**src/rtl/uart_alu_ctrl_if.sv**
```systemverilog
// Handshake bundle between the command sequencer and its UART receiver,
// ALU and UART transmitter. The sequencer side uses the slave modport.
interface uart_alu_ctrl_if #(
    parameter int DATA_WIDTH = 8,
    parameter int OP_WIDTH   = 6
);
    logic                  i_rx_done;
    logic [DATA_WIDTH-1:0] i_rx_data;
    logic [DATA_WIDTH-1:0] i_alu_result;
    logic                  i_tx_done;
    logic [DATA_WIDTH-1:0] o_alu_a;
    logic [DATA_WIDTH-1:0] o_alu_b;
    logic [OP_WIDTH-1:0]   o_alu_op;
    logic                  o_tx_start;
    logic [DATA_WIDTH-1:0] o_tx_data;
    logic                  o_busy;
    logic                  o_timeout_err;
    logic                  o_overrun_err;

    modport slave (
        input  i_rx_done, i_rx_data, i_alu_result, i_tx_done,
        output o_alu_a, o_alu_b, o_alu_op, o_tx_start, o_tx_data,
        output o_busy, o_timeout_err, o_overrun_err
    );

    modport master (
        output i_rx_done, i_rx_data, i_alu_result, i_tx_done,
        input  o_alu_a, o_alu_b, o_alu_op, o_tx_start, o_tx_data,
        input  o_busy, o_timeout_err, o_overrun_err
    );
endinterface

```
**src/rtl/uart_alu_ctrl.sv**
```systemverilog
// Command sequencer: gathers operand A, operand B and opcode bytes from the UART
// receiver, presents them to an external ALU and ships the result to the transmitter.
module uart_alu_ctrl #(
    parameter int DATA_WIDTH     = 8,
    parameter int OP_WIDTH       = 6,
    parameter int TIMEOUT_CYCLES = 100000
) (
    input  logic           clk,
    input  logic           reset,
    uart_alu_ctrl_if.slave bus
);
    // state   | meaning
    // WAIT_A  | idle, waiting for operand A byte
    // WAIT_B  | operand A held, waiting for operand B (timed)
    // WAIT_OP | operands held, waiting for opcode byte (timed)
    // EXEC    | single settle cycle for the ALU on the new inputs
    // SEND    | result handed to transmitter, waiting for tx done
    typedef enum logic [4:0] {
        WAIT_A  = 5'b00001,
        WAIT_B  = 5'b00010,
        WAIT_OP = 5'b00100,
        EXEC    = 5'b01000,
        SEND    = 5'b10000
    } state_t;

    localparam int CNT_W = $clog2(TIMEOUT_CYCLES);
    localparam logic [CNT_W-1:0] CNT_LAST = CNT_W'(TIMEOUT_CYCLES - 1);

    state_t                state_q;
    logic [CNT_W-1:0]      cnt_q;
    logic [DATA_WIDTH-1:0] alu_a_q;
    logic [DATA_WIDTH-1:0] alu_b_q;
    logic [OP_WIDTH-1:0]   alu_op_q;
    logic [DATA_WIDTH-1:0] tx_data_q;
    logic                  tx_start_q;
    logic                  busy_q;
    logic                  timeout_err_q;
    logic                  overrun_err_q;

    always_ff @(posedge clk or posedge reset) begin
        if (reset) begin
            state_q       <= WAIT_A;
            cnt_q         <= '0;
            alu_a_q       <= '0;
            alu_b_q       <= '0;
            alu_op_q      <= '0;
            tx_data_q     <= '0;
            tx_start_q    <= 1'b0;
            busy_q        <= 1'b0;
            timeout_err_q <= 1'b0;
            overrun_err_q <= 1'b0;
        end else begin
            tx_start_q    <= 1'b0;
            timeout_err_q <= 1'b0;
            overrun_err_q <= 1'b0;
            case (state_q)
                WAIT_A: begin
                    cnt_q <= '0;
                    if (bus.i_rx_done) begin
                        alu_a_q <= bus.i_rx_data;
                        state_q <= WAIT_B;
                    end
                end
                WAIT_B: begin
                    if (bus.i_rx_done) begin
                        alu_b_q <= bus.i_rx_data;
                        cnt_q   <= '0;
                        state_q <= WAIT_OP;
                    end else if (cnt_q == CNT_LAST) begin
                        cnt_q         <= '0;
                        timeout_err_q <= 1'b1;
                        state_q       <= WAIT_A;
                    end else begin
                        cnt_q <= cnt_q + CNT_W'(1);
                    end
                end
                WAIT_OP: begin
                    // A byte landing on the last counted cycle beats the timeout.
                    if (bus.i_rx_done) begin
                        alu_op_q <= bus.i_rx_data[OP_WIDTH-1:0];
                        cnt_q    <= '0;
                        busy_q   <= 1'b1;
                        state_q  <= EXEC;
                    end else if (cnt_q == CNT_LAST) begin
                        cnt_q         <= '0;
                        timeout_err_q <= 1'b1;
                        state_q       <= WAIT_A;
                    end else begin
                        cnt_q <= cnt_q + CNT_W'(1);
                    end
                end
                EXEC: begin
                    tx_data_q     <= bus.i_alu_result;
                    tx_start_q    <= 1'b1;
                    overrun_err_q <= bus.i_rx_done;
                    state_q       <= SEND;
                end
                SEND: begin
                    overrun_err_q <= bus.i_rx_done;
                    if (bus.i_tx_done) begin
                        busy_q  <= 1'b0;
                        state_q <= WAIT_A;
                    end
                end
                default: begin
                    cnt_q   <= '0;
                    busy_q  <= 1'b0;
                    state_q <= WAIT_A;
                end
            endcase
        end
    end

    assign bus.o_alu_a       = alu_a_q;
    assign bus.o_alu_b       = alu_b_q;
    assign bus.o_alu_op      = alu_op_q;
    assign bus.o_tx_data     = tx_data_q;
    assign bus.o_tx_start    = tx_start_q;
    assign bus.o_busy        = busy_q;
    assign bus.o_timeout_err = timeout_err_q;
    assign bus.o_overrun_err = overrun_err_q;
endmodule

```
**src/flat_wrapper.sv**
```systemverilog
// flat-port wrapper written by rule: the top's interface ports become plain ports
module uart_alu_ctrl_flat 
#(
    parameter int DATA_WIDTH     = 8,
    parameter int OP_WIDTH       = 6,
    parameter int TIMEOUT_CYCLES = 100000
)
  (clk, reset, bus_i_rx_done, bus_i_rx_data, bus_i_alu_result, bus_i_tx_done, bus_o_alu_a, bus_o_alu_b, bus_o_alu_op, bus_o_tx_start, bus_o_tx_data, bus_o_busy, bus_o_timeout_err, bus_o_overrun_err);
  uart_alu_ctrl_if #(.DATA_WIDTH(DATA_WIDTH), .OP_WIDTH(OP_WIDTH)) bus_i ();
  input  logic clk;
  input  logic reset;
  input wire logic [$bits(bus_i.i_rx_done)-1:0] bus_i_rx_done;
  input wire logic [$bits(bus_i.i_rx_data)-1:0] bus_i_rx_data;
  input wire logic [$bits(bus_i.i_alu_result)-1:0] bus_i_alu_result;
  input wire logic [$bits(bus_i.i_tx_done)-1:0] bus_i_tx_done;
  output wire logic [$bits(bus_i.o_alu_a)-1:0] bus_o_alu_a;
  output wire logic [$bits(bus_i.o_alu_b)-1:0] bus_o_alu_b;
  output wire logic [$bits(bus_i.o_alu_op)-1:0] bus_o_alu_op;
  output wire logic [$bits(bus_i.o_tx_start)-1:0] bus_o_tx_start;
  output wire logic [$bits(bus_i.o_tx_data)-1:0] bus_o_tx_data;
  output wire logic [$bits(bus_i.o_busy)-1:0] bus_o_busy;
  output wire logic [$bits(bus_i.o_timeout_err)-1:0] bus_o_timeout_err;
  output wire logic [$bits(bus_i.o_overrun_err)-1:0] bus_o_overrun_err;
  assign bus_i.i_rx_done = bus_i_rx_done;
  assign bus_i.i_rx_data = bus_i_rx_data;
  assign bus_i.i_alu_result = bus_i_alu_result;
  assign bus_i.i_tx_done = bus_i_tx_done;
  assign bus_o_alu_a = bus_i.o_alu_a;
  assign bus_o_alu_b = bus_i.o_alu_b;
  assign bus_o_alu_op = bus_i.o_alu_op;
  assign bus_o_tx_start = bus_i.o_tx_start;
  assign bus_o_tx_data = bus_i.o_tx_data;
  assign bus_o_busy = bus_i.o_busy;
  assign bus_o_timeout_err = bus_i.o_timeout_err;
  assign bus_o_overrun_err = bus_i.o_overrun_err;
  uart_alu_ctrl #(.DATA_WIDTH(DATA_WIDTH), .OP_WIDTH(OP_WIDTH), .TIMEOUT_CYCLES(TIMEOUT_CYCLES)) u_core (.clk(clk), .reset(reset), .bus(bus_i));
endmodule
```
**config.mk**
```make
export PLATFORM = sky130hd
export DESIGN_NAME = uart_alu_ctrl_flat
export DESIGN_NICKNAME = d
export VERILOG_FILES = /design/src/rtl/uart_alu_ctrl_if.sv /design/src/rtl/uart_alu_ctrl.sv /design/src/flat_wrapper.sv
export SDC_FILE = /design/constraint.sdc
export NUM_CORES = 1
export LEC_CHECK = 0
export BUFFER_PORTS_ARGS = -buffer_cell sky130_fd_sc_hd__buf_2
export CORE_MARGIN = 3
export CORE_UTILIZATION = 54
export DETAILED_ROUTE_END_ITERATION = 16
export HOLD_SLACK_MARGIN = 0.1
export PLACE_DENSITY = 0.76
export SYNTH_ARGS = -nofsm -noshare
export SYNTH_HDL_FRONTEND = slang
export SYNTH_SLANG_ARGS = --single-unit
```
**constraint.sdc**
```tcl
create_clock -name clk -period 1.87 [get_ports clk]
set_input_delay 0.2805 -clock clk [delete_from_list [all_inputs] [get_ports clk]]
set_output_delay 0.2805 -clock clk [all_outputs]
set_load 0.1 [all_outputs]
```
==> results.yml, run 1 <==
route:
  post_drt_via_cell_ratio: 5.62
  postRouteWirelength_mm: 4.74
  vias: 1843
  antenna_left: 0
  first_iter_violations: 69
  drt-wirelength-per-cell_um: 14.5
  detail_route.first_pass.iterations: 4
  drc_errors: 0
worst_setup_path:
  worst_path_fanout_max: 7
  reg2reg_slack_ps: 130
  worst_r2r_endpoint: "u_core.cnt_q[7]"
  cp_data_required_time_ps: 2090
  start_kind: "flip-flop"
  worst_ep_arrival_time_ps: 1960
  worst_path_largest_cell_delay_ps: 540
  timing.setup.critical_path_class: "reg -> reg"
  reg2reg_from: "u_core.state_q[3]"
  worstPathCellList: "or3_1, nor3_4, buf_4, nand2_1, o22ai_1"
  setup.worst_path.start: "u_core.state_q[3]"
  rr_worst_depth: 5
  endpoint_kind: "flip-flop"
  critical_path.slowest_cell: "sky130_fd_sc_hd__or3_1"
layout:
  n_antenna_cell: 0
  layout.cells.most_common: "sky130_fd_sc_hd__dfrtp_1"
  layout-drive-gt1-share: 0.399
  final_nets: 296
  highest_count_cells_in_the_layout_ignoring_fill_and_taps: "sky130_fd_sc_hd__dfrtp_1 (55), sky130_fd_sc_hd__buf_2 (53), sky130_fd_sc_hd__mux2_2 (30)"
  layout-area-overhead-vs-synth_pct: 17.8
  fill_cells: 353
synthesis:
  ys_async_sr_fraction: 1.00
  synth_flop_cell: "sky130_fd_sc_hd__dfrtp_1"
  synthesized_area_per_cell_sq_um: 12.0
  ys_seq_area_frac: 0.548
  area_fraction_in_and_or_nand_and_nor_cells_after_synthesis: 0.154
  synth-edff-count: 0
  main_combinational_cell_family_by_area_after_synthesis: "simple AND/OR/NAND/NOR gates"
  synth_xor_area_frac: 0.0166
  synth-seq-cells: 56
  synth.mux.area_fraction: 0.148
  synth.cell_area_sq_um: 2560
  mappedNetlistNets: 234
  synthesis.instances: 213
  synthesized_area_fraction_occupied_by_ao_oa_aoi_and_oai_cells: 0.0982
  synth-adder-area-share: 0.00489
  synth-warning-count: 0
  netlist-cell-type-count: 42
worst_hold_path:
  hold_start: "bus_i_alu_result[1]"
  worst_hold_path_type: "in -> reg"
  whs_path_depth: 2
  worst_hold_path.endpoint: "u_core.bus.o_tx_data[1]"
global_routing:
  grt_max_degree: 57
  antenna_found_initial: 0
  vias_in_the_first_global_route: 1697
  gr-usage-all-layers: 0.181
  wire_length_of_the_first_global_routing_pass_mm: 7.76
  globalRoute.totalOverflow: 0
floorplan:
  die_h_um: 74.9
  die_w_um: 74.9
  initial_core_util: 0.572
  dieArea_sq_um: 5600
  count_of_standard_cell_rows: 24
  floorplan.core_area_sq_um: 4470
  i_o_pin_cnt: 54
timing:
  clock-skew-final_ps: 6.21
  rsz0062_at_grt: "false"
  setup_total_negative_slack_ps: 0
  clock.fmax_ghz: 0.575
  slew_headroom: 0.672
  fin_crit_ps: 1740
  setup_violations: 0
  timing.final.hold_violations: 0
  fin_crit_share: 0.930
  finalMaxSlewViolations: 0
  worst_pin_slew_ps: 495
cts:
  cts-buffers-inserted: 5
  master_cell_of_the_clock_root_buffer: "sky130_fd_sc_hd__clkbuf_8"
  h_tree_lvls: 2
  cts.sinks: 56
  max-clock-path-buffers: 2
  clk_latency_ps: 300
  ctsResizeCount: 0
  tritoncts: "built"
  cts.clk_slew.worst_paths_ps: 100
placement:
  port-buffer-count: 53
  gp_congestion: 0.821
  place_hpwl_mm: 3.51
outcome:
  run_status: "completed"
flow_run:
  drv.max_cap_violation_count: 0
[logic make-up (layout without fill, tap and decap cells)]
group / count (synthesis) / after routing
buffers and inverters: 14 / 77
AO/OA/AOI/OAI: 36 / 36
XOR/XNOR: 4 / 4
adder cells (fa/ha/maj): 1 / 1
multiplexers: 34 / 34
flip-flops: 56 / 56
AND/OR/NAND/NOR: 68 / 68
[routing by layer]
layer  global-route usage  part of all wire  up-vias
met5                    0                 0        -
met4               0.0474            0.0091        0
met3               0.0467             0.047        5
met2                0.294              0.48       38
met1                0.241              0.46      898
li1                     -                 -      902
[synthesized netlist by cell type, drive strengths merged, types with 3 or more instances]
cell type | count | area share
dfrtp | 55 | 0.54
nand3b | 3 | 0.0088
inv | 5 | 0.0073
nand3 | 8 | 0.016
mux2 | 30 | 0.13
nand2 | 14 | 0.021
nand4 | 3 | 0.0073
clkbuf | 3 | 0.0044
o21ai | 11 | 0.022
buf | 6 | 0.019
o22ai | 4 | 0.0098
and3 | 4 | 0.0098
or3 | 7 | 0.019
a31oi | 6 | 0.015
nor2 | 12 | 0.022
and4 | 3 | 0.010
a21oi | 10 | 0.021
mux2i | 4 | 0.016
nor3 | 5 | 0.014
[registers in the layout (all words and copies together), names as in the netlist]
register,count
u_core.bus.o_overrun_err,1
u_core.bus.o_alu_op,6
u_core.bus.o_tx_data,8
u_core.cnt_q,17
u_core.bus.o_timeout_err,1
u_core.bus.o_busy,1
u_core.state_q,5
u_core.bus.o_alu_a,8
u_core.bus.o_alu_b,8
u_core.bus.o_tx_start,1
[per-stage QoR]
stage               setup WS, ps  std cells   util  cell area, sq um  hold WS [ps]
floorplan                    214        213      -              2560           431
global placement             172        318  0.650              2910           356
detailed placement           113        318  0.650              2910           356
CTS                         91.1        327  0.673              3010           192
global route                18.4        328  0.674              3020           189
finish                       130        328  0.674              3020           200
[final cells by class]
| cell class | instances | area (sq um) | area share |
|---|---|---|---|
| Multi-Input combinational cell | 143 | 1080 | 0.358 |
| Tap cell | 52 | 65.1 | 0.0216 |
| Sequential cell | 56 | 1400 | 0.465 |
| Clock inverter | 2 | 16.3 | 0.00539 |
| Timing Repair Buffer | 64 | 363 | 0.120 |
| Clock buffer | 6 | 72.6 | 0.0241 |
| Inverter | 5 | 18.8 | 0.00622 |
[timing repair]
action                                 CTS  global route
hold buffers                             1             0
endpoints found under the hold margin   55             0
buffers inserted                         0             1
setup endpoints to repair                0            11
[worst max-delay path by stage]
stage                                        end  slack (ps)  cells past startpoint
after floorplan            u_core.bus.o_alu_b[0]         210                      5
after global placement           u_core.cnt_q[5]         170                      5
after detailed placement  u_core.bus.o_alu_op[5]         110                      4
after CTS                        u_core.cnt_q[7]          90                      5
after global routing             u_core.cnt_q[5]          20                      5
final                            u_core.cnt_q[7]         130                      5
[critical path, delay by kind of cell, from the launching register on]
family                 cells  cell delay, ps
AO/OA/AOI/OAI              1             140
flip-flops                 1             390
AND/OR/NAND/NOR            3             930
buffers and inverters      1             200
Power of run 1 is left out: the tool's default activity adds up to more than one toggle a clock period on the data nets, which glitch-free logic cannot reach.
==> run 2, diff against run 1 <==
ABC_AREA = 1   (was not set)
GPL_ROUTABILITY_DRIVEN = 0   (was not set)
==> results.yml, run 2 <==
global_routing:
  antenna_found_initial: 0
  vias_in_the_first_global_route: 2045
  gr-usage-all-layers: 0.207
  grt_max_degree: 46
  globalRoute.totalOverflow: 0
  wire_length_of_the_first_global_routing_pass_mm: 8.96
synthesis:
  mappedNetlistNets: 335
  synth_largest_area_cell: "sky130_fd_sc_hd__dfrtp_1"
  synthesis.instances: 314
  synth_top_cell_area_share: 0.531
  synth.most_common_cell: "sky130_fd_sc_hd__nand2_1"
  synthesized_area_per_cell_sq_um: 8.25
  synth_area_leaders: "sky130_fd_sc_hd__dfrtp_1 (53%), sky130_fd_sc_hd__nand2_1 (14%), sky130_fd_sc_hd__inv_1 (4.1%)"
  synth.cell_area_sq_um: 2590
  netlist-cell-type-count: 29
  synth-warning-count: 0
  ys_async_sr_fraction: 1.00
  synth-seq-cells: 56
  synth-edff-count: 0
  ys_seq_area_frac: 0.541
  synth_flop_cell: "sky130_fd_sc_hd__dfrtp_1"
  netlist_top_cells_count: "sky130_fd_sc_hd__nand2_1 (100), sky130_fd_sc_hd__dfrtp_1 (55), sky130_fd_sc_hd__inv_1 (28), sky130_fd_sc_hd__nor2_1 (28), sky130_fd_sc_hd__nand3_1 (18)"
floorplan:
  die_h_um: 75.3
  i_o_pin_cnt: 54
  floorplan.core_area_sq_um: 4500
  count_of_standard_cell_rows: 24
  die_w_um: 75.3
  initial_core_util: 0.575
  dieArea_sq_um: 5670
route:
  drc_errors: 0
  vias: 2139
  detail_route.first_pass.iterations: 4
  first_iter_violations: 93
  drt-wirelength-per-cell_um: 12.7
  antenna_left: 0
  post_drt_via_cell_ratio: 5.02
  postRouteWirelength_mm: 5.41
timing:
  setup_violations: 0
  clock.fmax_ghz: 0.646
  rsz0062_at_grt: "false"
  timing.final.hold_violations: 0
  fin_crit_ps: 1550
  fin_crit_share: 0.827
  setup_total_negative_slack_ps: 0
  slew_headroom: 0.672
  finalMaxSlewViolations: 0
  worst_slack_setup_final_ps: 323
  clock-skew-final_ps: 8.81
  worst_pin_slew_ps: 496
flow_run:
  drv.max_cap_violation_count: 0
power:
  power.ir.vdd_worst_mv: 1.74
  power-per-cell-area_nw_per_um2: 1850
  power_leakage_nw: 1.53
placement:
  place_hpwl_mm: 3.97
  dp_worst_setup_slack_ps: 352
  port-buffer-count: 53
layout:
  largest_register_ff_count: 17
  layout-area-overhead-vs-synth_pct: 17.7
  highest_count_cells_in_the_layout_ignoring_fill_and_taps: "sky130_fd_sc_hd__nand2_1 (100), sky130_fd_sc_hd__dfrtp_1 (55), sky130_fd_sc_hd__buf_2 (53)"
  n_antenna_cell: 0
  layout.cells.most_common: "sky130_fd_sc_hd__nand2_1"
  layout-drive-gt1-share: 0.243
  largest-register: "u_core.cnt_q"
  final_nets: 394
cts:
  clk_latency_ps: 310
  cts-buffers-inserted: 5
  max-clock-path-buffers: 2
  h_tree_lvls: 2
  master_cell_of_the_clock_root_buffer: "sky130_fd_sc_hd__clkbuf_8"
  cts.sinks: 56
  cts_setup_buffers: 0
  cts.clk_slew.worst_paths_ps: 110
  tritoncts: "built"
worst_hold_path:
  worst_hold_path_type: "in -> reg"
worst_setup_path:
  cp_data_required_time_ps: 2070
  worst_ep_arrival_time_ps: 1750
  worst_path_fanout_max: 7
  start_kind: "flip-flop"
  timing.setup.critical_path_class: "reg -> reg"
  endpoint_kind: "flip-flop"
outcome:
  run_status: "completed"
## run 2: where the power goes
group | leakage [nW] | internal (mW) | total, mW | switching (mW)
Sequential | 0.710 | 1.54 | 1.72 | 0.179
Combinational | 0.762 | 0.436 | 3.10 | 2.66
Clock | 0.0607 | 0.414 | 0.832 | 0.418
## run 2: worst paths after layout
path / start / to / slack (ps) / cells past startpoint
max: u_core.cnt_q[1] / u_core.cnt_q[6] / 320 / 8
min: bus_i_alu_result[4] / u_core.bus.o_tx_data[4] / 150 / 3
max reg2reg: u_core.cnt_q[1] / u_core.cnt_q[6] / 320 / 8
min reg2reg: u_core.bus.o_tx_data[5] / u_core.bus.o_tx_data[5] / 490 / 2
max in group asynchronous: reset / u_core.state_q[0] / 870 / 4
min in group asynchronous: reset / u_core.bus.o_overrun_err / 440 / 3
## run 2: cell families after synthesis
kind of cell,after synthesis,share of synthesized area
fa+ha+maj,1,0.00483
xor+xnor,6,0.0203
compound gates,35,0.0681
simple gates,173,0.297
buf+inv,43,0.0681
flops,56,0.541
## run 2: what timing repair did
item,in CTS,in global routing
resized for setup,0,0
setup endpoints to repair,0,0
hold endpoints to repair,11,0
hold buffers,1,0
## run 2: through the flow
step,cell area [sq um],total power [mW],hold slack [ps],cells,util
2_1_floorplan,2590,4.36,352,314,-
3_3_place_gp,2920,4.81,226,417,0.649
3_5_place_dp,2920,4.85,228,417,0.649
4_1_cts,3050,5.68,147,426,0.677
5_1_grt,3050,5.88,150,426,0.677
6_report,3050,5.64,150,426,0.677
## run 2: final cells by class
class	instances	area [sq um]
fillers	376	1450
flip-flops and latches	56	1400
multi-input cells	215	1010
repair buffers	56	303
inverters	39	149
clock buffers	5	68.8
well taps	52	65.1
clock inverters	3	50.0
## run 2: critical path, stage by stage (launching register included)
cell	delay [ps]
sky130_fd_sc_hd__dfrtp_1	400
sky130_fd_sc_hd__ha_1	180
sky130_fd_sc_hd__nand2_1	80
sky130_fd_sc_hd__nor2_1	210
sky130_fd_sc_hd__nand3_1	170
sky130_fd_sc_hd__nand2_2	150
sky130_fd_sc_hd__nand2_4	90
sky130_fd_sc_hd__inv_2	110
sky130_fd_sc_hd__nor2_1	60
## run 2: metal layers
metal  wire length [um]  part of all wire  GRT usage  vias to the layer above
met5                  0                 0          0                        -
met4                 83             0.015     0.0932                        0
met3                228             0.042     0.0401                        8
met2               2620              0.48      0.352                       53
met1               2470              0.46      0.256                      972
li1                   -                 -          -                     1106
(Power assumes the default switching activity.)
==> run 3, diff against run 2 <==
CORE_UTILIZATION = 49   (was 54)
PLACE_DENSITY = 0.73   (was 0.76)
clock period = 1.37 ns   (was 1.87 ns; I/O delays follow)
==> results.yml, run 3 (same netlist as run 2, synthesis figures left out) <==
timing:
  rsz0062_at_grt: "true"
  finalMaxSlewViolations: 0
  worst_slack_setup_final_ps: -64.7
  clock.fmax_ghz: 0.697
  timing.final.hold_violations: 0
  fin_crit_share: 1.05
  clock-skew-final_ps: 8.06
  slew_headroom: 0.670
  setup_total_negative_slack_ps: -224
  setup_violations: 10
  hold_ws_ps: 131
  worst_pin_slew_ps: 499
  fin_crit_ps: 1430
worst_setup_path:
  worstPathCellList: "nor2_4, nand3_2, nand2_4, buf_4, nor2_1, nand3_1, nand2_1, a21oi_1"
  timing.setup.critical_path_class: "reg -> reg"
  endpoint_kind: "flip-flop"
  worst_path_largest_cell_delay_ps: 600
  start_kind: "flip-flop"
  worst_path_fanout_max: 5
  critical_path_buf_inv_count: 1
  critical_path.slowest_cell: "sky130_fd_sc_hd__dfstp_2"
  cp_data_required_time_ps: 1580
  worst_ep_arrival_time_ps: 1650
  critical-path-top-delay-family: "flip-flops"
layout:
  layout-drive-gt1-share: 0.348
  layout.core_utilization: 0.713
  final_nets: 428
  layout.cells.most_common: "sky130_fd_sc_hd__nand2_1"
  largest-register: "u_core.cnt_q"
  layout-area-overhead-vs-synth_pct: 35.1
  highest_count_cells_in_the_layout_ignoring_fill_and_taps: "sky130_fd_sc_hd__nand2_1 (94), sky130_fd_sc_hd__dfrtp_1 (52), sky130_fd_sc_hd__buf_2 (46)"
  n_antenna_cell: 0
  largest_register_ff_count: 17
  postLayoutCellArea_sq_um: 3500
cts:
  cts.sinks: 56
  cts.clk_slew.worst_paths_ps: 100
  tritoncts: "built"
  h_tree_lvls: 2
  max-clock-path-buffers: 2
  cts-buffers-inserted: 5
  clk_latency_ps: 310
  master_cell_of_the_clock_root_buffer: "sky130_fd_sc_hd__clkbuf_8"
outcome:
  run_status: "finished with violations"
  failed_checks: "negative setup slack"
floorplan:
  initial_core_util: 0.528
  die_h_um: 78.7
  floorplan.core_area_sq_um: 4910
  die_w_um: 78.7
  count_of_standard_cell_rows: 25
  i_o_pin_cnt: 54
  dieArea_sq_um: 6200
placement:
  place_hpwl_mm: 4.39
  port-buffer-count: 53
  post_dp_cell_area_sq_um: 3110
power:
  report.power.total_mw: 7.93
  power-per-cell-area_nw_per_um2: 2270
  power.ir.vdd_worst_mv: 2.12
  power_leakage_nw: 1.72
route:
  antenna_left: 0
  drc_errors: 0
  detail_route.first_pass.iterations: 4
  first_iter_violations: 162
  postRouteWirelength_mm: 6.35
  post_drt_via_cell_ratio: 5.10
  vias: 2421
  drt-wirelength-per-cell_um: 13.4
flow_run:
  drv.max_cap_violation_count: 0
global_routing:
  antenna_found_initial: 0
  gr-usage-all-layers: 0.212
  grt_max_degree: 30
  vias_in_the_first_global_route: 2315
  wire_length_of_the_first_global_routing_pass_mm: 10.4
  globalRoute.totalOverflow: 0
worst_hold_path:
  worst_hold_path_type: "in -> reg"
==> run 3: cell count changes in the layout (fill, tap and decap cells not counted), moves of 6 or more <==
cell,delta
sky130_fd_sc_hd__buf_4,+25
sky130_fd_sc_hd__clkbuf_4,+7
sky130_fd_sc_hd__buf_2,-7
sky130_fd_sc_hd__dlygate4sd3_1,+7
sky130_fd_sc_hd__nand2_1,-6
sky130_fd_sc_hd__nor2_4,+6
==> run 3: cell type report <==
| class | count | area (sq um) |
|---|---|---|
| inverter | 39 | 163 |
| clock inverter | 3 | 46.3 |
| multi-input combinational | 215 | 1120 |
| fill | 392 | 1410 |
| clock buffer | 5 | 68.8 |
| sequential | 56 | 1410 |
| tap | 67 | 83.8 |
| timing repair buffer | 90 | 609 |
==> run 3: repair_timing <==
action                                  4_1_cts  5_1_grt
buffers inserted                              2        4
hold buffers                                  8        0
endpoints found under the setup margin       23       58
resized for setup                            18       32
pin swaps                                     5        7
endpoints found under the hold margin        18        0
==> run 3: path summary, 6_finish.rpt <==
path / startpoint / endpoint / slack (ps) / depth (start not counted)
hold reg to reg: u_core.bus.o_tx_data[4] / u_core.bus.o_tx_data[4] / 490 / 2
min in group asynchronous: reset / u_core.bus.o_alu_b[7] / 390 / 3
setup reg to reg: u_core.state_q[0] / u_core.cnt_q[15] / -60 / 8
max in group asynchronous: reset / u_core.bus.o_alu_op[3] / 490 / 4
setup / recovery: u_core.state_q[0] / u_core.cnt_q[15] / -60 / 8
hold / removal: bus_i_rx_data[6] / u_core.bus.o_alu_b[6] / 130 / 3
==> run 3: routing by layer <==
metal / track usage / share of wire
met3: 0.0510 / 0.054
met1: 0.269 / 0.43
met5: 0 / 0
met2: 0.350 / 0.51
met4: 0.0822 / 0.014
==> run 3: stage by stage <==
stage / setup slack (ps) / instances
2_1_floorplan: 36.5 / 314
3_3_place_gp: -39.8 / 453
3_5_place_dp: -92.1 / 453
4_1_cts: -34.2 / 471
5_1_grt: -117 / 475
6_report: -64.7 / 475
==> run 3: tightest hold or removal path, stage by stage <==
cell and delay, ps:
sky130_fd_sc_hd__buf_2 90, sky130_fd_sc_hd__inv_1 60, sky130_fd_sc_hd__o21ai_1 60
==> run 3: report_power, final <==
| part | total, mW | switching [mW] | internal (mW) |
|---|---|---|---|
| Sequential | 2.37 | 0.269 | 2.10 |
| Clock | 1.11 | 0.563 | 0.551 |
| Combinational | 4.45 | 3.71 | 0.736 |
